===== src/rtl/alu_result_stage.sv =====
// Execute->writeback result stage: 2-entry skid buffer, x0 squash, flush and bypass lookup.
// Optional macro ALU_FLAG_STICKY_EN adds sticky flag accumulation (sticky_clr / sticky_flags).
// Flag bit order: [0] overflow, [1] underflow, [2] invalid_op.
module alu_result_stage #(
   parameter int WIDTH = 64,
   parameter int RD_W  = 5
) (
   input  logic             clk,
   input  logic             rst_n,
   input  logic             in_valid,
   output logic             in_ready,
   input  logic [WIDTH-1:0] in_result,
   input  logic [2:0]       in_flags,
   input  logic [RD_W-1:0]  in_rd,
   input  logic             in_wb_en,
   input  logic             flush,
   output logic             out_valid,
   input  logic             out_ready,
   output logic [WIDTH-1:0] out_result,
   output logic [2:0]       out_flags,
   output logic [RD_W-1:0]  out_rd,
   output logic             out_wb_en,
`ifdef ALU_FLAG_STICKY_EN
   input  logic             sticky_clr,
   output logic [2:0]       sticky_flags,
`endif
   input  logic [RD_W-1:0]  lookup_rd,
   output logic             lookup_hit,
   output logic [WIDTH-1:0] lookup_data,
   output logic [1:0]       occupancy
);

   logic [WIDTH-1:0] res_q [2];
   logic [2:0]       flg_q [2];
   logic [RD_W-1:0]  rd_q  [2];
   logic             wb_q  [2];

   logic [1:0] count_q, count_d;
   logic       head_q, head_d;
   logic       tail_q, tail_d;
   logic       push, pop;

   assign in_ready  = (count_q != 2'd2);
   assign out_valid = (count_q != 2'd0);
   assign push      = in_valid & in_ready;
   assign pop       = out_valid & out_ready;
   assign occupancy = count_q;

   assign out_result = res_q[head_q];
   assign out_flags  = flg_q[head_q];
   assign out_rd     = rd_q[head_q];
   assign out_wb_en  = wb_q[head_q];

   always_comb begin
      count_d = count_q;
      head_d  = head_q;
      tail_d  = tail_q;
      if (flush) begin
         count_d = 2'd0;
         head_d  = 1'b0;
         tail_d  = 1'b0;
      end else begin
         if (push) tail_d = ~tail_q;
         if (pop)  head_d = ~head_q;
         case ({push, pop})
            2'b10:   count_d = count_q + 2'd1;
            2'b01:   count_d = count_q - 2'd1;
            default: count_d = count_q;
         endcase
      end
   end

   always_ff @(posedge clk or negedge rst_n) begin
      if (!rst_n) begin
         count_q <= 2'd0;
         head_q  <= 1'b0;
         tail_q  <= 1'b0;
      end else begin
         count_q <= count_d;
         head_q  <= head_d;
         tail_q  <= tail_d;
      end
   end

   // Storage is cleared on reset so the head fields read as zero.
   always_ff @(posedge clk or negedge rst_n) begin
      if (!rst_n) begin
         for (int i = 0; i < 2; i++) begin
            res_q[i] <= '0;
            flg_q[i] <= '0;
            rd_q[i]  <= '0;
            wb_q[i]  <= 1'b0;
         end
      end else if (push && !flush) begin
         res_q[tail_q] <= in_result;
         flg_q[tail_q] <= in_flags;
         rd_q[tail_q]  <= in_rd;
         wb_q[tail_q]  <= in_wb_en & (in_rd != '0);
      end
   end

   logic young_idx, old_idx;
   logic hit_young, hit_old, lookup_nz;

   // Youngest entry sits just behind the tail; the older one is only live when full.
   always_comb begin
      young_idx   = ~tail_q;
      old_idx     = tail_q;
      lookup_nz   = (lookup_rd != '0);
      hit_young   = (count_q != 2'd0) && wb_q[young_idx] && (rd_q[young_idx] == lookup_rd);
      hit_old     = (count_q == 2'd2) && wb_q[old_idx] && (rd_q[old_idx] == lookup_rd);
      lookup_hit  = lookup_nz && (hit_young || hit_old);
      lookup_data = '0;
      if (lookup_nz && hit_young)     lookup_data = res_q[young_idx];
      else if (lookup_nz && hit_old)  lookup_data = res_q[old_idx];
   end

`ifdef ALU_FLAG_STICKY_EN
   logic [2:0] sticky_q, sticky_d;

   always_comb begin
      sticky_d = (sticky_clr ? 3'b000 : sticky_q) | (pop ? out_flags : 3'b000);
   end

   always_ff @(posedge clk or negedge rst_n) begin
      if (!rst_n) sticky_q <= 3'b000;
      else        sticky_q <= sticky_d;
   end

   assign sticky_flags = sticky_q;
`endif

endmodule


===== config.mk =====
export PLATFORM = sky130hd
export DESIGN_NAME = alu_result_stage
export DESIGN_NICKNAME = d
export VERILOG_FILES = /design/src/rtl/alu_result_stage.sv
export SDC_FILE = /design/constraint.sdc
export NUM_CORES = 1
export LEC_CHECK = 0
export BUFFER_PORTS_ARGS = -buffer_cell sky130_fd_sc_hd__buf_2
export CAP_MARGIN = 10
export CORE_UTILIZATION = 25
export CTS_CLUSTER_DIAMETER = 60
export DETAILED_ROUTE_END_ITERATION = 6
export GPL_TIMING_DRIVEN = 0
export HOLD_SLACK_MARGIN = 0.1
export PLACE_DENSITY_LB_ADDON = 0.12
export SETUP_SLACK_MARGIN = 0.05
export SLEW_MARGIN = 20
export SYNTH_ARGS = -nofsm -noshare
export SYNTH_HDL_FRONTEND = slang
export SYNTH_SLANG_ARGS = --single-unit

===== constraint.sdc =====
create_clock -name clk -period 2.99 [get_ports clk]
set_input_delay 0.598 -clock clk [delete_from_list [all_inputs] [get_ports clk]]
set_output_delay 0.598 -clock clk [all_outputs]
set_load 0.005 [all_outputs]

==> results of run 1 <==
-- per-layer routing --
metal	share of wire [%]	global-route usage, %
met1	47	28.3
met2	48	32.5
met3	3.9	3.13
met4	1.1	4.80
met5	0.052	0
-- kinds of logic (layout without fill, tap and decap cells) --
family,count (synthesis),in the layout,synth area share (%)
muxes,230,230,25.1
AOI/OAI and AO/OA,136,136,13.3
and+or+nand+nor,284,284,16.2
buffers and inverters,189,454,7.87
xor gates and xnor gates,12,12,1.02
DFF,150,150,36.6
-- worst paths after layout --
| path | from | endpoint | slack [ns] | cells after the start |
|---|---|---|---|---|
| worst max-delay path | old_idx | lookup_data[23] | -0.38 | 9 |
| worst min-delay path | in_result[15] | res_q[15] | 0.39 | 2 |
| worst max register to register | occupancy[0] | res_q[11] | 0.22 | 5 |
| worst min register to register | flg_q[5] | flg_q[5] | 0.50 | 1 |
| max in group asynchronous | rst_n | rd_q[0] | 1.69 | 3 |
| min in group asynchronous | rst_n | res_q[24] | 0.65 | 2 |
-- Yosys cell counts, drive strengths merged --
master | number | area [µm²]
nor3b | 1 | 7.51
nand2 | 72 | 270
clkbuf | 85 | 319
and2 | 1 | 6.26
a211o | 1 | 8.76
mux2i | 14 | 140
nand4b | 1 | 8.76
xor2 | 3 | 26.3
nand2b | 2 | 12.5
dfrtp | 150 | 3750
mux2 | 216 | 2430
o21ai | 3 | 15.0
o221ai | 64 | 754
nor4b | 64 | 561
nor4 | 2 | 12.5
a31oi | 1 | 6.26
a211oi | 2 | 15.0
nand3b | 1 | 7.51
xnor2 | 9 | 78.8
inv | 66 | 248
a21oi | 1 | 5.00
or4 | 2 | 15.0
buf | 38 | 241
nor3 | 66 | 330
nand4 | 64 | 400
o311ai | 64 | 561
nor2 | 8 | 30.0
-- cell type report --
| class | count | area [µm²] | share of cell area [%] |
|---|---|---|---|
| Inverter | 66 | 248 | 1.65 |
| Clock buffer | 21 | 470 | 3.13 |
| Sequential cell | 150 | 3750 | 25.0 |
| Timing Repair Buffer | 233 | 1240 | 8.26 |
| Multi-Input combinational cell | 662 | 7580 | 50.4 |
| Buffer | 123 | 985 | 6.55 |
| Tap cell | 525 | 657 | 4.37 |
| Clock inverter | 11 | 100 | 0.666 |
-- sequential cells by signal, indices dropped and copies added, names as in the netlist --
signal / count
rd_q: 10
head_q: 1
occupancy: 2
flg_q: 6
old_idx: 1
wb_q: 2
res_q: 128
-- critical path: cells and delay by family (launching register included) --
kind | cells | cell delay, ns
compound gates | 2 | 0.35
xor+xnor | 1 | 0.15
buf+inv | 4 | 0.68
flops | 1 | 0.40
mux | 1 | 0.19
simple gates | 1 | 0.54
-- through the flow --
stage / cell area [µm²] / util (%) / TNS, ns / hold WS [ns] / setup slack (ns)
3_3_place_gp: 12000 / 30.0 / -241.42 / 0.486 / -1.34
4_1_cts: 14000 / 34.9 / -22.47 / 0.365 / -0.388
5_1_grt: 15000 / 37.5 / -28.19 / 0.379 / -0.483
3_5_place_dp: 12100 / 30.2 / -43.79 / 0.492 / -0.803
2_1_floorplan: 10300 / - / 0 / 0.302 / 0.445
6_report: 15000 / 37.5 / -21.16 / 0.392 / -0.384
-- power by group --
part	switching, µW	internal [µW]	total [µW]
combinational	1930	1490	3410
sequential	617	2600	3220
clock	974	1210	2190
total	3520	5300	8820
-- what timing repair did --
item                                    in CTS  in global routing
hold endpoints to repair                    48                  0
endpoints found under the setup margin     154                 69
cloned                                       1                  0
gates resized for setup                    279                195
pin swaps                                   11                 10
setup buffers                                4                  1
hold buffers                                 1                  0
==> flow_summary.json, run 1 <==
{
  "status": "finished with violations",
  "violations": "negative setup slack",
  "ys_seq_elements": 150,
  "drv_cap": 0,
  "first_global_vias": 9876,
  "post-route-drc-count": 0,
  "yosysWarningCount": 0,
  "finalWirelength_um": 42500,
  "commonest_non_fill_non_tap_cells_in_the_layout": "buf_2, mux2_2, dfrtp_1",
  "ys_types": 32,
  "cts-htree-levels": 4,
  "post-route-min-period_ns": 3.37,
  "antenna_cells_inserted": 0,
  "grt_first_pass_wirelength_um": 63900,
  "vias": 9574,
  "hold_viol_final": 0,
  "fp-row-count": 73,
  "mostFrequentLayoutCell": "buf_2",
  "grt_setup_unrepaired": "true",
  "timing_worst_slew_pin_value_ns": 1.02,
  "final_cell_count_no_fill": 1791,
  "clk_root_buffer_cell": "clkbuf_16",
  "buffer_ports.inserted": 224,
  "max_root_sink_buffers": 2,
  "drt_pass1_iterations": 5,
  "final.fill_count": 4034,
  "critPathKind": "reg2out",
  "maximum_number_of_pins_on_one_net_before_global_route_repair": 52,
  "grt_antenna_before_repair": 5,
  "finalWeightedCongestion": 0.789,
  "clkLatencyLatePin_ns": 0.45,
  "ys_seq_area_share_pct": 36.6,
  "grtUsageTotal_pct": 20.2,
  "layout-area-overhead-vs-synth_pct": 46.4,
  "avgRoutedWirePerCell_um": 23.8,
  "final_net_count": 1336,
  "ioPinCount": 225,
  "syn_nets": 1084,
  "timing.critical_path.cells": "buf_6, mux2i_4, xnor2_2, or4_4, buf_12, buf_6, o221ai_2, o311ai_2, buf_2",
  "critical_path_peak_fanout": 10,
  "crit_top_cell": "buf_6",
  "syn_avg_cell_area_um2": 10.3,
  "finClkSkew_ns": 0.0133,
  "clk_pin_slew_ns": 0.08,
  "ir_worst_vdd_mv": 0.399,
  "die-area_um2": 41900,
  "timing_max_transition_violations_final": 0,
  "dp.final_hpwl_um": 28600,
  "numCtsBuffers": 17,
  "drt_iter0_drc": 490,
  "clock_tree_from_tritoncts": "done",
  "vias_per_cell": 5.35,
  "setup_viol": 65,
  "mappedNetlistArea_um2": 10300,
  "worst_path_max_delay_cell": "or4_4",
  "initial_utilization_pct": 25.6,
  "peak_per_stage_delay_on_the_critical_path_ns": 0.54,
  "cts_num_sinks": 150,
  "placedCellCount": 1752,
  "power-per-cell-area_nw_per_um2": 587,
  "die_height_um": 205,
  "overall_power_after_layout_uw": 8820,
  "power.leakage_uw": 0.00594,
  "synthesis.instances": 1001,
  "startpoint_type": "register",
  "ant_nets": 0,
  "dieWidth_um": 205,
  "timing.critical_path.to_type": "primary output",
  "share_of_post_route_cells_with_drive_strength_above_1_pct": 64.1,
  "worst-endpoint-arrival_ns": 2.78,
  "maxClockFrequency_mhz": 296,
  "fin_ws_ns": -0.384,
  "max_slew_margin_vs_limit_pct": 32.3,
  "hold_path.class": "in2reg",
  "post-route-period-util_pct": 113,
  "worst-endpoint-required_ns": 2.39,
  "design.core.area_um2": 40100,
  "global_route.overflow_total": 0
}
No activity file was read; power rests on OpenSTA's default activity.
==> run 2, diff against run 1 <==
--- a/config.mk
+++ b/config.mk
@@ -7,6 +7,7 @@
 export LEC_CHECK = 0
 export BUFFER_PORTS_ARGS = -buffer_cell sky130_fd_sc_hd__buf_2
 export CAP_MARGIN = 10
+export CORE_ASPECT_RATIO = 0.5
 export CORE_UTILIZATION = 25
 export CTS_CLUSTER_DIAMETER = 60
 export DETAILED_ROUTE_END_ITERATION = 6
==> flow_summary.json, run 2 (synthesis gave the netlist of run 1 again) <==
{
  "status": "finished with violations",
  "violations": "negative setup slack",
  "power.internal_uw": 5770,
  "layout-area-overhead-vs-synth_pct": 42.4,
  "hold_path.class": "in2async",
  "setup_viol": 65,
  "clockPowerShare_pct": 28.9,
  "timing_worst_slew_pin_value_ns": 0.946,
  "initial_utilization_pct": 25.4,
  "largest_register_ffs": 128,
  "fp-row-count": 52,
  "ant_nets": 0,
  "die_height_um": 145,
  "maxClockFrequency_mhz": 290,
  "biggest_regs": "res_q x128, rd_q x10, flg_q x6",
  "fin_ws_ns": -0.453,
  "post-route-util_pct": 36.1,
  "share_seq_of_total_power_pct": 35.5,
  "post-route-period-util_pct": 115,
  "regToRegEndpoint": "res_q[38]",
  "post-route-min-period_ns": 3.44,
  "hold_viol_final": 0,
  "timing.critical_path.to_type": "primary output",
  "cts-htree-levels": 4,
  "startpoint_type": "register",
  "finalWirelength_um": 40900,
  "setup-tns-final_ns": -24.81,
  "cts_num_sinks": 150,
  "total_switching_power_uw": 3310,
  "ir_worst_vdd_mv": 0.399,
  "critical_path_peak_fanout": 10,
  "largest-register": "res_q",
  "die-area_um2": 41900,
  "clock_tree_from_tritoncts": "done",
  "antenna_cells_inserted": 0,
  "dieWidth_um": 289,
  "max_root_sink_buffers": 2,
  "dp.final_hpwl_um": 28600,
  "power.leakage_uw": 0.00574,
  "final.fill_count": 4093,
  "r2r_setup_slack_ns": 0.20,
  "commonest_non_fill_non_tap_cells_in_the_layout": "buf_2, mux2_2, dfrtp_1",
  "grt_first_pass_wirelength_um": 63100,
  "comb_power_share_pct": 35.6,
  "critical_path.reg2reg.startpoint": "occupancy[0]",
  "numCtsBuffers": 17,
  "vias_per_cell": 5.36,
  "global_route.overflow_total": 0,
  "grtUsageTotal_pct": 19.7,
  "timing_max_transition_violations_final": 0,
  "worst-endpoint-required_ns": 2.39,
  "drt_iter0_drc": 544,
  "max_slew_margin_vs_limit_pct": 36.9,
  "worst-endpoint-arrival_ns": 2.85,
  "drt_pass1_iterations": 5,
  "post-route-drc-count": 0,
  "design.core.area_um2": 40500,
  "avgRoutedWirePerCell_um": 22.7,
  "power.switching_fraction_pct": 36.5,
  "finClkSkew_ns": 0.00514,
  "buffer_ports.inserted": 224,
  "maximum_number_of_pins_on_one_net_before_global_route_repair": 89,
  "drv_cap": 0,
  "finalWeightedCongestion": 0.824,
  "mostFrequentLayoutCell": "buf_2",
  "final_net_count": 1336,
  "r2r.worst_path.cells": 5,
  "grt_antenna_before_repair": 0,
  "clk_root_buffer_cell": "clkbuf_16",
  "share_of_post_route_cells_with_drive_strength_above_1_pct": 62.0,
  "critPathKind": "reg2out",
  "ioPinCount": 225,
  "first_global_vias": 10200,
  "clkLatencyLatePin_ns": 0.45,
  "power-per-cell-area_nw_per_um2": 621,
  "grt_setup_unrepaired": "true",
  "clk_pin_slew_ns": 0.06,
  "vias": 9669
}
==> run 2: cell count changes in the layout (fill, tap and decap cells not counted), moves of 8 or more <==
cell,previous run,this run
nor3_4,13,4
o311ai_1,5,19
clkbuf_4,32,16
nor4b_4,18,8
o221ai_4,20,9
o221ai_2,39,47
==> run 2: layer usage <==
layer / wire (µm) / part of all wire (%) / global-route usage [%] / vias up
met5: 0 / 0 / 0 / -
met4: 770 / 1.9 / 5.74 / 0
met3: 1480 / 3.6 / 2.80 / 48
met2: 20700 / 51 / 33.6 / 220
met1: 17900 / 44 / 25.7 / 5048
li1: - / - / - / 4353
==> run 2: stage by stage <==
step           hold slack, ns  power [µW]  cell area (µm²)  instances  setup slack [ns]
2_1_floorplan           0.302        4790            10300       1001             0.445
3_3_place_gp            0.482        5880            12100       1765             -1.04
3_5_place_dp            0.488        5960            12100       1766            -0.646
4_1_cts                 0.175        8920            14000       1801            -0.426
5_1_grt                 0.211        9560            14600       1804            -0.529
6_report                0.158        9080            14600       1804            -0.453
==> run 2: what timing repair did <==
item,in CTS,in global routing
hold buffers,0,0
gates resized for setup,261,131
endpoints found under the setup margin,113,72
buffers inserted,4,3
pin swaps,15,14
gates cloned,1,0
==> run 2: worst max path at each step <==
stage                 start  cells after the start         endpoint  slack, ns
3_3_place_gp          rst_n                      1         res_q[9]      -1.04
3_5_place_dp   lookup_rd[0]                      9   lookup_data[4]      -0.65
5_1_grt             old_idx                     10  lookup_data[22]      -0.53
4_1_cts             old_idx                      9  lookup_data[13]      -0.43
2_1_floorplan  lookup_rd[0]                      7  lookup_data[49]       0.45
6_report            old_idx                      9  lookup_data[56]      -0.45
==> run 2: area by class of cell <==
class                           instances  area [µm²]  share of cell area, %
Timing Repair Buffer                  233        1240                   8.48
Tap cell                              540         676                   4.62
Sequential cell                       150        3750                   25.7
Buffer                                123         917                   6.28
Clock buffer                           21         480                   3.29
Multi-Input combinational cell        662        7080                   48.4
Clock inverter                          9         220                   1.51
Inverter                               66         248                   1.70
==> run 2: power groups by stage <==
stage	Combinational, µW	Sequential, µW	Clock [µW]
5_1_grt	3470	3330	2770
6_report	3230	3220	2620
3_3_place_gp	2690	3190	0
3_5_place_dp	2730	3230	0
4_1_cts	3050	3200	2680
2_1_floorplan	1790	3000	0
==> run 2: worst max-delay path, stage by stage (launching register included) <==
cell	delay, ns
dfrtp_1	0.41
buf_6	0.18
mux2i_2	0.22
xnor2_1	0.11
or4_4	0.57
buf_12	0.18
buf_6	0.16
o221ai_2	0.24
o311ai_4	0.16
buf_2	0.16
==> run 3, diff against run 2 <==
--- a/config.mk
+++ b/config.mk
@@ -10,11 +10,13 @@
 export CORE_ASPECT_RATIO = 0.5
 export CORE_UTILIZATION = 25
 export CTS_CLUSTER_DIAMETER = 60
+export CTS_CLUSTER_SIZE = 28
 export DETAILED_ROUTE_END_ITERATION = 6
 export GPL_TIMING_DRIVEN = 0
-export HOLD_SLACK_MARGIN = 0.1
+export HOLD_SLACK_MARGIN = 0.06
 export PLACE_DENSITY_LB_ADDON = 0.12
 export SETUP_SLACK_MARGIN = 0.05
+export SKIP_LAST_GASP = 1
 export SLEW_MARGIN = 20
 export SYNTH_ARGS = -nofsm -noshare
 export SYNTH_HDL_FRONTEND = slang
==> flow_summary.json, run 3 (synthesis gave the netlist of run 1 again) <==
{
  "status": "finished with violations",
  "violations": "negative setup slack",
  "grt_setup_unrepaired": "true",
  "drt_pass1_iterations": 6,
  "vias": 9771,
  "post-route-period-util_pct": 117,
  "buffer_ports.inserted": 224,
  "clk_root_buffer_cell": "clkbuf_16",
  "grtUsageTotal_pct": 19.7,
  "comb_power_share_pct": 36.4,
  "clk_pin_slew_ns": 0.06,
  "placement.cell_area_um2": 12100,
  "timing_max_transition_violations_final": 0,
  "share_seq_of_total_power_pct": 35.1,
  "startpoint_type": "register",
  "first_global_vias": 10200,
  "crit_path_start": "old_idx",
  "layout-area-overhead-vs-synth_pct": 44.6,
  "clkLatencyLatePin_ns": 0.45,
  "antenna_cells_inserted": 0,
  "cts-htree-levels": 4,
  "largest_register_ffs": 128,
  "worst-endpoint-required_ns": 2.39,
  "max_root_sink_buffers": 2,
  "fp-row-count": 52,
  "design_area_um2": 14800,
  "vias_per_cell": 5.38,
  "grt_antenna_before_repair": 0,
  "power.internal_uw": 5840,
  "hold_path.class": "in2async",
  "clock_tree_from_tritoncts": "done",
  "finClkSkew_ns": 0.00440,
  "die-area_um2": 41900,
  "mostFrequentLayoutCell": "buf_2",
  "overall_power_after_layout_uw": 9220,
  "ant_nets": 0,
  "hold_viol_final": 0,
  "worst-endpoint-arrival_ns": 2.89,
  "biggest_regs": "res_q x128, rd_q x10, flg_q x6",
  "power.leakage_uw": 0.00585,
  "r2r_setup_slack_ns": 0.01,
  "multi_input_comb_area_um2": 7190,
  "grt_first_pass_wirelength_um": 63000,
  "drv_cap": 0,
  "cts_hold_buffers": 0,
  "share_of_post_route_cells_with_drive_strength_above_1_pct": 62.0,
  "critPathKind": "reg2out",
  "setup_viol": 65,
  "total_switching_power_uw": 3380,
  "maxClockFrequency_mhz": 286,
  "finalWirelength_um": 41700,
  "numCtsBuffers": 17,
  "ioPinCount": 225,
  "post-route-drc-count": 0,
  "initial_utilization_pct": 25.4,
  "power.switching_fraction_pct": 36.7,
  "largest-register": "res_q",
  "max_slew_margin_vs_limit_pct": 36.5,
  "setup-tns-final_ns": -27.60,
  "global_route.overflow_total": 0,
  "critical_path.reg2reg.startpoint": "old_idx",
  "critical_path_peak_fanout": 10,
  "clockPowerShare_pct": 28.5,
  "cts_num_sinks": 150,
  "regArea_um2": 3750,
  "maximum_number_of_pins_on_one_net_before_global_route_repair": 89,
  "post-route-min-period_ns": 3.49,
  "avgRoutedWirePerCell_um": 23.0,
  "dp.final_hpwl_um": 28600,
  "die_height_um": 145,
  "dieWidth_um": 289,
  "drt_iter0_drc": 506,
  "final_net_count": 1348,
  "commonest_non_fill_non_tap_cells_in_the_layout": "buf_2, mux2_2, dfrtp_1",
  "final.fill_count": 4065,
  "design.core.area_um2": 40500,
  "finalWeightedCongestion": 0.824,
  "power-per-cell-area_nw_per_um2": 621,
  "fin_ws_ns": -0.503,
  "ir_worst_vdd_mv": 0.411,
  "timing_worst_slew_pin_value_ns": 0.952,
  "timing.critical_path.to_type": "primary output"
}
[run 3: cell count changes in the layout (fill, tap and decap cells not counted), sizes merged]
cell           delta
clkbuf            +8
clkdlybuf4s15     +1
buf               +3
[run 3: area by class of cell]
class                           count  share of cell area [%]
Inverter                           66                    1.67
Clock inverter                      9                    1.48
Buffer                            123                    6.18
Sequential cell                   150                    25.3
Tap cell                          540                    4.55
Multi-Input combinational cell    662                    48.4
Timing Repair Buffer              245                    9.19
Clock buffer                       21                    3.24
[run 3: power by group through the flow]
stage | Clock, µW | Sequential (µW) | Combinational, µW
4_1_cts | 2680 | 3200 | 3030
2_1_floorplan | 0 | 3000 | 1790
3_5_place_dp | 0 | 3230 | 2730
3_3_place_gp | 0 | 3190 | 2690
6_report | 2620 | 3230 | 3360
5_1_grt | 2770 | 3340 | 3590
[run 3: final timing paths]
| path | end | cells past startpoint |
|---|---|---|
| worst max-delay path | lookup_data[13] | 10 |
| max in group asynchronous | res_q[74] | 2 |
| min in group clk | res_q[103] | 2 |
| worst max register to register | res_q[60] | 7 |
| worst min-delay path | res_q[109] | 1 |
| worst min register to register | flg_q[1] | 1 |
[run 3: per-layer routing]
metal	vias to the layer above	GRT usage [%]	routed length [µm]
met2	242	33.6	21300
met4	0	5.74	649
li1	4381	-	-
met5	-	0	0
met1	5108	25.6	18100
met3	40	2.80	1700
[run 3: what timing repair did]
| action | CTS | global route |
|---|---|---|
| resized for setup | 244 | 160 |
| endpoints found under the hold margin | 0 | 0 |
| setup buffers | 4 | 12 |
| gates cloned | 1 | 3 |
| pin swaps | 15 | 17 |
| setup endpoints to repair | 113 | 72 |
[run 3: stage by stage]
step,utilization [%],hold slack [ns],worst slack [ns],cells
after CTS,34.4,0.175,-0.436,1801
after detailed placement,29.9,0.488,-0.646,1766
final,36.7,0.159,-0.503,1816
after global routing,36.7,0.211,-0.583,1816
after global placement,29.8,0.482,-1.04,1765
after floorplan,-,0.302,0.445,1001
[run 3: worst max-delay path, stage by stage, from the launching register on]
cell	delay, ns
dfrtp_1	0.41
buf_6	0.19
mux2i_4	0.26
xnor2_2	0.12
nor4_4	0.37
buf_4	0.18
buf_6	0.15
clkbuf_4	0.24
nand4_1	0.21
o311ai_4	0.15
buf_2	0.16
